## config.mk

```make
export PLATFORM = sky130hd
export DESIGN_NAME = pool_stream_kxk_flat
export DESIGN_NICKNAME = d
export VERILOG_FILES = /design/src/rtl/pool_stream_kxk_if.sv /design/src/rtl/pool_stream_kxk.sv /design/src/flat_wrapper.sv
export SDC_FILE = /design/constraint.sdc
export NUM_CORES = 1
export LEC_CHECK = 0
export CORE_MARGIN = 5
export CORE_UTILIZATION = 55
export CTS_BUF_LIST = sky130_fd_sc_hd__clkbuf_2
export DETAILED_ROUTE_END_ITERATION = 10
export PLACE_DENSITY = 0.75
export SLEW_MARGIN = 5
export SYNTH_ARGS = -nofsm -noshare
export SYNTH_HDL_FRONTEND = slang
export SYNTH_SLANG_ARGS = --single-unit
export TNS_END_PERCENT = 5
```

## constraint.sdc

```tcl
create_clock -name clk -period 4.5 [get_ports clk]
set_input_delay 1.125 -clock clk [delete_from_list [all_inputs] [get_ports clk]]
set_output_delay 1.125 -clock clk [all_outputs]
set_load 0.01 [all_outputs]
```

## src/rtl/pool_stream_kxk_if.sv

```systemverilog
// Pixel-in / pooled-out stream bundle for pool_stream_kxk.
// The design side is the slave modport; the producer/consumer side is the master.
interface pool_stream_kxk_if #(
  parameter int DATA_W = 8,
  parameter int CH     = 1
) ();
  logic                 mode;
  logic                 in_valid;
  logic                 in_ready;
  logic [CH*DATA_W-1:0] pixel_in;
  logic                 out_valid;
  logic                 out_ready;
  logic [CH*DATA_W-1:0] pool_out;
  logic                 out_last;
  logic                 frame_done;

  modport master (
    output mode, in_valid, pixel_in, out_ready,
    input  in_ready, out_valid, pool_out, out_last, frame_done
  );

  modport slave (
    input  mode, in_valid, pixel_in, out_ready,
    output in_ready, out_valid, pool_out, out_last, frame_done
  );
endinterface

```

## src/rtl/pool_stream_kxk.sv

```systemverilog
// Streaming non-overlapping KxK max/average pooling over a raster pixel stream.
// One partial result per output column per channel; the result is registered on the completing beat.
module pool_stream_kxk #(
  parameter int DATA_W = 8,
  parameter int IMG_W  = 8,
  parameter int IMG_H  = 8,
  parameter int CH     = 1,
  parameter int K      = 2
) (
  input logic              clk,
  input logic              rst,
  pool_stream_kxk_if.slave bus
);
  localparam int LK    = (K == 4) ? 2 : 1;
  localparam int SH    = 2 * LK;
  localparam int SUM_W = DATA_W + SH;
  localparam int OUT_W = IMG_W / K;
  localparam int OUT_H = IMG_H / K;
  localparam int CW    = (IMG_W > 1) ? $clog2(IMG_W) : 1;
  localparam int RW    = (IMG_H > 1) ? $clog2(IMG_H) : 1;

  logic [CW-1:0]           r_col;
  logic [RW-1:0]           r_row;
  logic                    r_mode;
  logic signed [SUM_W-1:0] r_acc [OUT_W][CH];
  logic                    r_out_valid;
  logic                    r_out_last;
  logic [CH*DATA_W-1:0]    r_pool_out;
  logic                    r_frame_done;

  logic                    w_accept;
  logic                    w_origin;
  logic                    w_col_end;
  logic                    w_row_end;
  logic                    w_in_crop;
  logic                    w_first;
  logic                    w_blk_end;
  logic                    w_last_blk;
  logic                    w_mode;
  logic [CW-1:0]           w_ocol;
  logic [RW-1:0]           w_orow;
  logic signed [SUM_W-1:0] w_x   [CH];
  logic signed [SUM_W-1:0] w_old [CH];
  logic signed [SUM_W-1:0] w_new [CH];
  logic signed [DATA_W-1:0] w_avg [CH];
  logic [CH*DATA_W-1:0]    w_result;

  assign bus.in_ready   = !r_out_valid || bus.out_ready;
  assign bus.out_valid  = r_out_valid;
  assign bus.out_last   = r_out_last;
  assign bus.pool_out   = r_pool_out;
  assign bus.frame_done = r_frame_done;

  assign w_accept   = bus.in_valid && bus.in_ready;
  assign w_origin   = (r_col == '0) && (r_row == '0);
  assign w_col_end  = (r_col == CW'(IMG_W - 1));
  assign w_row_end  = (r_row == RW'(IMG_H - 1));
  assign w_ocol     = r_col >> LK;
  assign w_orow     = r_row >> LK;
  // Block coordinates past the last whole block fall in the cropped margin.
  assign w_in_crop  = (w_ocol < CW'(OUT_W)) && (w_orow < RW'(OUT_H));
  assign w_first    = (r_col[LK-1:0] == '0) && (r_row[LK-1:0] == '0);
  assign w_blk_end  = (&r_col[LK-1:0]) && (&r_row[LK-1:0]);
  assign w_last_blk = (w_ocol == CW'(OUT_W - 1)) && (w_orow == RW'(OUT_H - 1));
  assign w_mode     = w_origin ? bus.mode : r_mode;

  always_comb begin
    w_result = '0;
    for (int c = 0; c < CH; c++) begin
      w_x[c] = {{SH{bus.pixel_in[c*DATA_W + DATA_W - 1]}}, bus.pixel_in[c*DATA_W +: DATA_W]};
      w_old[c] = '0;
      for (int o = 0; o < OUT_W; o++) begin
        if (w_ocol == CW'(o)) w_old[c] = r_acc[o][c];
      end
      if (w_first)     w_new[c] = w_x[c];
      else if (w_mode) w_new[c] = w_old[c] + w_x[c];
      else             w_new[c] = (w_x[c] > w_old[c]) ? w_x[c] : w_old[c];
      w_avg[c] = DATA_W'(w_new[c] >>> SH);
      w_result[c*DATA_W +: DATA_W] = w_mode ? w_avg[c] : DATA_W'(w_new[c]);
    end
  end

  always_ff @(posedge clk) begin
    if (rst) begin
      r_col        <= '0;
      r_row        <= '0;
      r_mode       <= 1'b0;
      r_out_valid  <= 1'b0;
      r_out_last   <= 1'b0;
      r_pool_out   <= '0;
      r_frame_done <= 1'b0;
      for (int o = 0; o < OUT_W; o++)
        for (int c = 0; c < CH; c++)
          r_acc[o][c] <= '0;
    end else begin
      r_frame_done <= w_accept && w_col_end && w_row_end;
      if (r_out_valid && bus.out_ready) r_out_valid <= 1'b0;
      if (w_accept) begin
        if (w_origin) r_mode <= bus.mode;
        r_col <= w_col_end ? '0 : r_col + CW'(1);
        if (w_col_end) r_row <= w_row_end ? '0 : r_row + RW'(1);
        if (w_in_crop) begin
          for (int o = 0; o < OUT_W; o++) begin
            if (w_ocol == CW'(o))
              for (int c = 0; c < CH; c++) r_acc[o][c] <= w_new[c];
          end
          // A completing beat overrides the pop above, so back-to-back results never bubble.
          if (w_blk_end) begin
            r_out_valid <= 1'b1;
            r_pool_out  <= w_result;
            r_out_last  <= w_last_blk;
          end
        end
      end
    end
  end
endmodule

```

## src/flat_wrapper.sv

```systemverilog
// flat-port wrapper written by rule: the top's interface ports become plain ports
module pool_stream_kxk_flat 
#(
  parameter int DATA_W = 8,
  parameter int IMG_W  = 8,
  parameter int IMG_H  = 8,
  parameter int CH     = 1,
  parameter int K      = 2
)
  (clk, rst, bus_mode, bus_in_valid, bus_pixel_in, bus_out_ready, bus_in_ready, bus_out_valid, bus_pool_out, bus_out_last, bus_frame_done);
  pool_stream_kxk_if #(.DATA_W(DATA_W), .CH(CH)) bus_i ();
  input logic clk;
  input logic rst;
  input wire logic [$bits(bus_i.mode)-1:0] bus_mode;
  input wire logic [$bits(bus_i.in_valid)-1:0] bus_in_valid;
  input wire logic [$bits(bus_i.pixel_in)-1:0] bus_pixel_in;
  input wire logic [$bits(bus_i.out_ready)-1:0] bus_out_ready;
  output wire logic [$bits(bus_i.in_ready)-1:0] bus_in_ready;
  output wire logic [$bits(bus_i.out_valid)-1:0] bus_out_valid;
  output wire logic [$bits(bus_i.pool_out)-1:0] bus_pool_out;
  output wire logic [$bits(bus_i.out_last)-1:0] bus_out_last;
  output wire logic [$bits(bus_i.frame_done)-1:0] bus_frame_done;
  assign bus_i.mode = bus_mode;
  assign bus_i.in_valid = bus_in_valid;
  assign bus_i.pixel_in = bus_pixel_in;
  assign bus_i.out_ready = bus_out_ready;
  assign bus_in_ready = bus_i.in_ready;
  assign bus_out_valid = bus_i.out_valid;
  assign bus_pool_out = bus_i.pool_out;
  assign bus_out_last = bus_i.out_last;
  assign bus_frame_done = bus_i.frame_done;
  pool_stream_kxk #(.DATA_W(DATA_W), .IMG_W(IMG_W), .IMG_H(IMG_H), .CH(CH), .K(K)) u_core (.clk(clk), .rst(rst), .bus(bus_i));
endmodule
```

==> results.cfg <==
[cts]
htree_num_levels = 3
post_cts_buffers = 0
clock_latency_ps = 490
clockRootBuffer = clkbuf_2
cts.reportedPaths.clkPinSlew_ps = 160
cts_buffers = 9
cts_tree = built
hold_buffers = 0
cts_sinks = 58
clk_path_buf_depth = 2
cts_resized = 0

[floorplan]
die_h_um = 92.8
die_w_um = 92.8
start_util_pct = 56.1
io_pins = 25
rows = 30
coreArea_um2 = 6720
die_area_um2 = 8620

[power]
power.total_mw = 1.35
power_density_nw_per_um2 = 322
p_comb_share_pct = 26.2
clockPowerShare_pct = 29.0
p_sw_share_pct = 32.9
vdd_drop_max_v = 0.000158
p_seq_share_pct = 44.8
p_leak_nw = 1.60
power_report.internal_total_uw = 906
power_switching_uw = 445

[placed_design]
dp_cells = 462
dp_hpwl_mm = 7.02
io_buffer_count = 24
routabilityCongestion = 0.931

[route]
avgViaCountPerCell = 6.52
wl_per_cell_um = 20.2
drc = 0
drt-initial-drc-count = 247
firstDrtPassIters = 5
vias = 3115
wirelength_mm = 9.67
drtAntennaViolNets = 0

[grt]
grt_usage_pct = 23.4
antenna_found_initial = 0
grt_pass1_vias = 3022
grt-ovfl-total = 0
grt_max_degree = 21
grt_pass1_wl_mm = 15.4

[synthesis]
yosys_warnings = 0
synth.most_common_cell = edfxtp_1
synth_area_um2 = 3770
yosysTopAreaCell = edfxtp_1
ys_types = 60
ys_ff_latch = 58
ys.flop_type = edfxtp_1
synth_edf_count = 40
syn_nets = 411
avgSynthCellArea_um2 = 10.2
synth_seq_area_share_pct = 41.4
ys_top_cells_by_count = edfxtp_1 (40), nor3_1 (34), nor2_1 (28), ha_1 (26), nand2_1 (25)
async_flop_share_pct = 0
syn_inst = 371
synthTopCellsByArea = edfxtp_1 (32%), dfxtp_1 (9.6%), ha_1 (8.6%), mux4_2 (6.0%), nor3_1 (4.5%)
synth_top_area_share_pct = 31.8

[timing]
hold_viol_final = 0
setup_viol = 0
fin_skew_ps = 34.8
period_minus_slack_ps = 3970
slew_viol_final = 0
tightest_slew_ps = 902
setup-tns-final_ps = 0
slew_headroom_pct = 39.4
fin_crit_sh_pct = 88.2
rsz0062_at_grt = no
clock.fmax_ghz = 0.252

[cells_and_area]
antennaDiodeCount = 0
layout.cells.non_filler = 478
drive_above_1_share_pct = 11.1
nets = 433
syn2layout_area_growth_pct = 11.1

[setup_path]
worst_path_max_delay_cell = dfxtp_1
crit_arrival_ps = 4180
reg2reg_slack_ps = 530
cp_slowest_stage_delay_ps = 800
ff2ff_path_depth = 9
cpMostUsedCell = a21o_1
crit_chain = buf_4 -> mux4_2 -> ha_1 -> inv_1 -> a21o_1 -> o21ai_1 -> a21o_1 -> mux2i_1 -> o31ai_1
critPathLaunchType = flop
required_ps = 4710
worstPathMaxFanout = 11
r2r-start = u_core.r_col[1]
crit_type = reg -> reg
r2r_end = u_core.r_acc[1][5]
end_kind = flop

[hold_path]
hold_end = u_core.r_mode
hold_depth = 2
worstHoldStart = u_core.r_mode
hp-class = reg -> reg

[outcome]
status = complete, no violations

[run]
cap_violations = 0
==> stage by stage <==
step	area, um^2	utilization [%]	setup slack, ps	hold slack (ps)
after floorplan	3770	-	1280	446
after global placement	4050	60.3	451	460
after detailed placement	4050	60.3	401	468
after CTS	4190	62.4	554	500
final	4190	62.4	532	504
after global routing	4190	62.4	275	530
==> sequential cells by signal, indices dropped and copies added (netlist names) <==
signal / flops
u_core.r_acc: 40
u_core.bus.pool_out: 8
u_core.r_col: 3
u_core.r_row: 3
u_core.bus.frame_done: 1
u_core.bus.out_last: 1
u_core.bus.out_valid: 1
u_core.r_mode: 1
==> power groups by stage <==
stage	clock network [mW]	logic [mW]	registers, mW
floorplan	0	0.266	0.609
global placement	0	0.342	0.614
detailed placement	0	0.344	0.616
CTS	0.400	0.346	0.604
global route	0.423	0.381	0.607
finish	0.392	0.354	0.604
==> kinds of logic after synthesis <==
family                   share of synthesized area, %
flip-flops                                       41.4
multiplexers                                     7.33
XOR/XNOR                                         1.16
AND/OR/NAND/NOR                                  18.0
adder cells (fa/ha/maj)                          9.15
buffers and inverters                            4.78
AO/OA/AOI/OAI                                    18.1
==> worst max-delay path by stage <==
stage / startpoint / endpoint / slack [ps] / cells past startpoint
final: u_core.r_col[1] / u_core.r_acc[1][5] / 530 / 9
after global routing: u_core.r_col[1] / u_core.r_acc[1][5] / 270 / 9
after CTS: u_core.r_col[1] / u_core.r_acc[1][5] / 550 / 8
after detailed placement: bus_pixel_in[7] / u_core.r_acc[0][5] / 400 / 7
after global placement: bus_pixel_in[7] / u_core.r_acc[2][5] / 450 / 7
after floorplan: u_core.r_col[1] / u_core.r_acc[3][4] / 1280 / 11
==> area by class of cell <==
type / count / area (um^2)
fillers: 548 / 2530
multi-input cells: 275 / 2030
flip-flops and latches: 58 / 1560
repair buffers: 31 / 293
well taps: 80 / 100
clock inverters: 7 / 93.8
inverters: 18 / 67.6
clock buffers: 9 / 45.0
==> worst max-delay path: cells and delay by family (launching register included) <==
kind                     cells  cell delay (ps)
multiplexers                 2             1030
AO/OA/AOI/OAI                4             1030
flip-flops                   1              800
adder cells (fa/ha/maj)      1              480
buffers and inverters        2              370
==> cells in the final DEF, fill, tap and decap left out, drive strengths merged, types with 3 or more instances in the layout <==
master	count
a211oi	6
a21o	7
a21oi	24
a311oi	4
a31oi	7
and3	4
buf	7
clkbuf	9
clkdlybuf4s50	24
clkinv	3
dfxtp	18
edfxtp	40
ha	26
inv	18
mux2i	4
mux4	10
nand2	25
nand2b	7
nand3	12
nor2	28
nor2b	8
nor3	34
nor3b	3
o211ai	4
o21a	3
o21ai	13
o311ai	4
o31ai	9
xnor2	4
==> per-layer routing <==
layer | vias up | global-route usage [%] | share of wire [%] | routed length [um]
li1 | 1460 | - | - | -
met1 | 1475 | 31.6 | 43 | 4170
met2 | 161 | 37.5 | 48 | 4610
met3 | 19 | 4.79 | 7.8 | 755
met4 | 0 | 7.94 | 1.4 | 140
met5 | - | 0 | 0 | 0
Power figures use the tool's default switching activity.
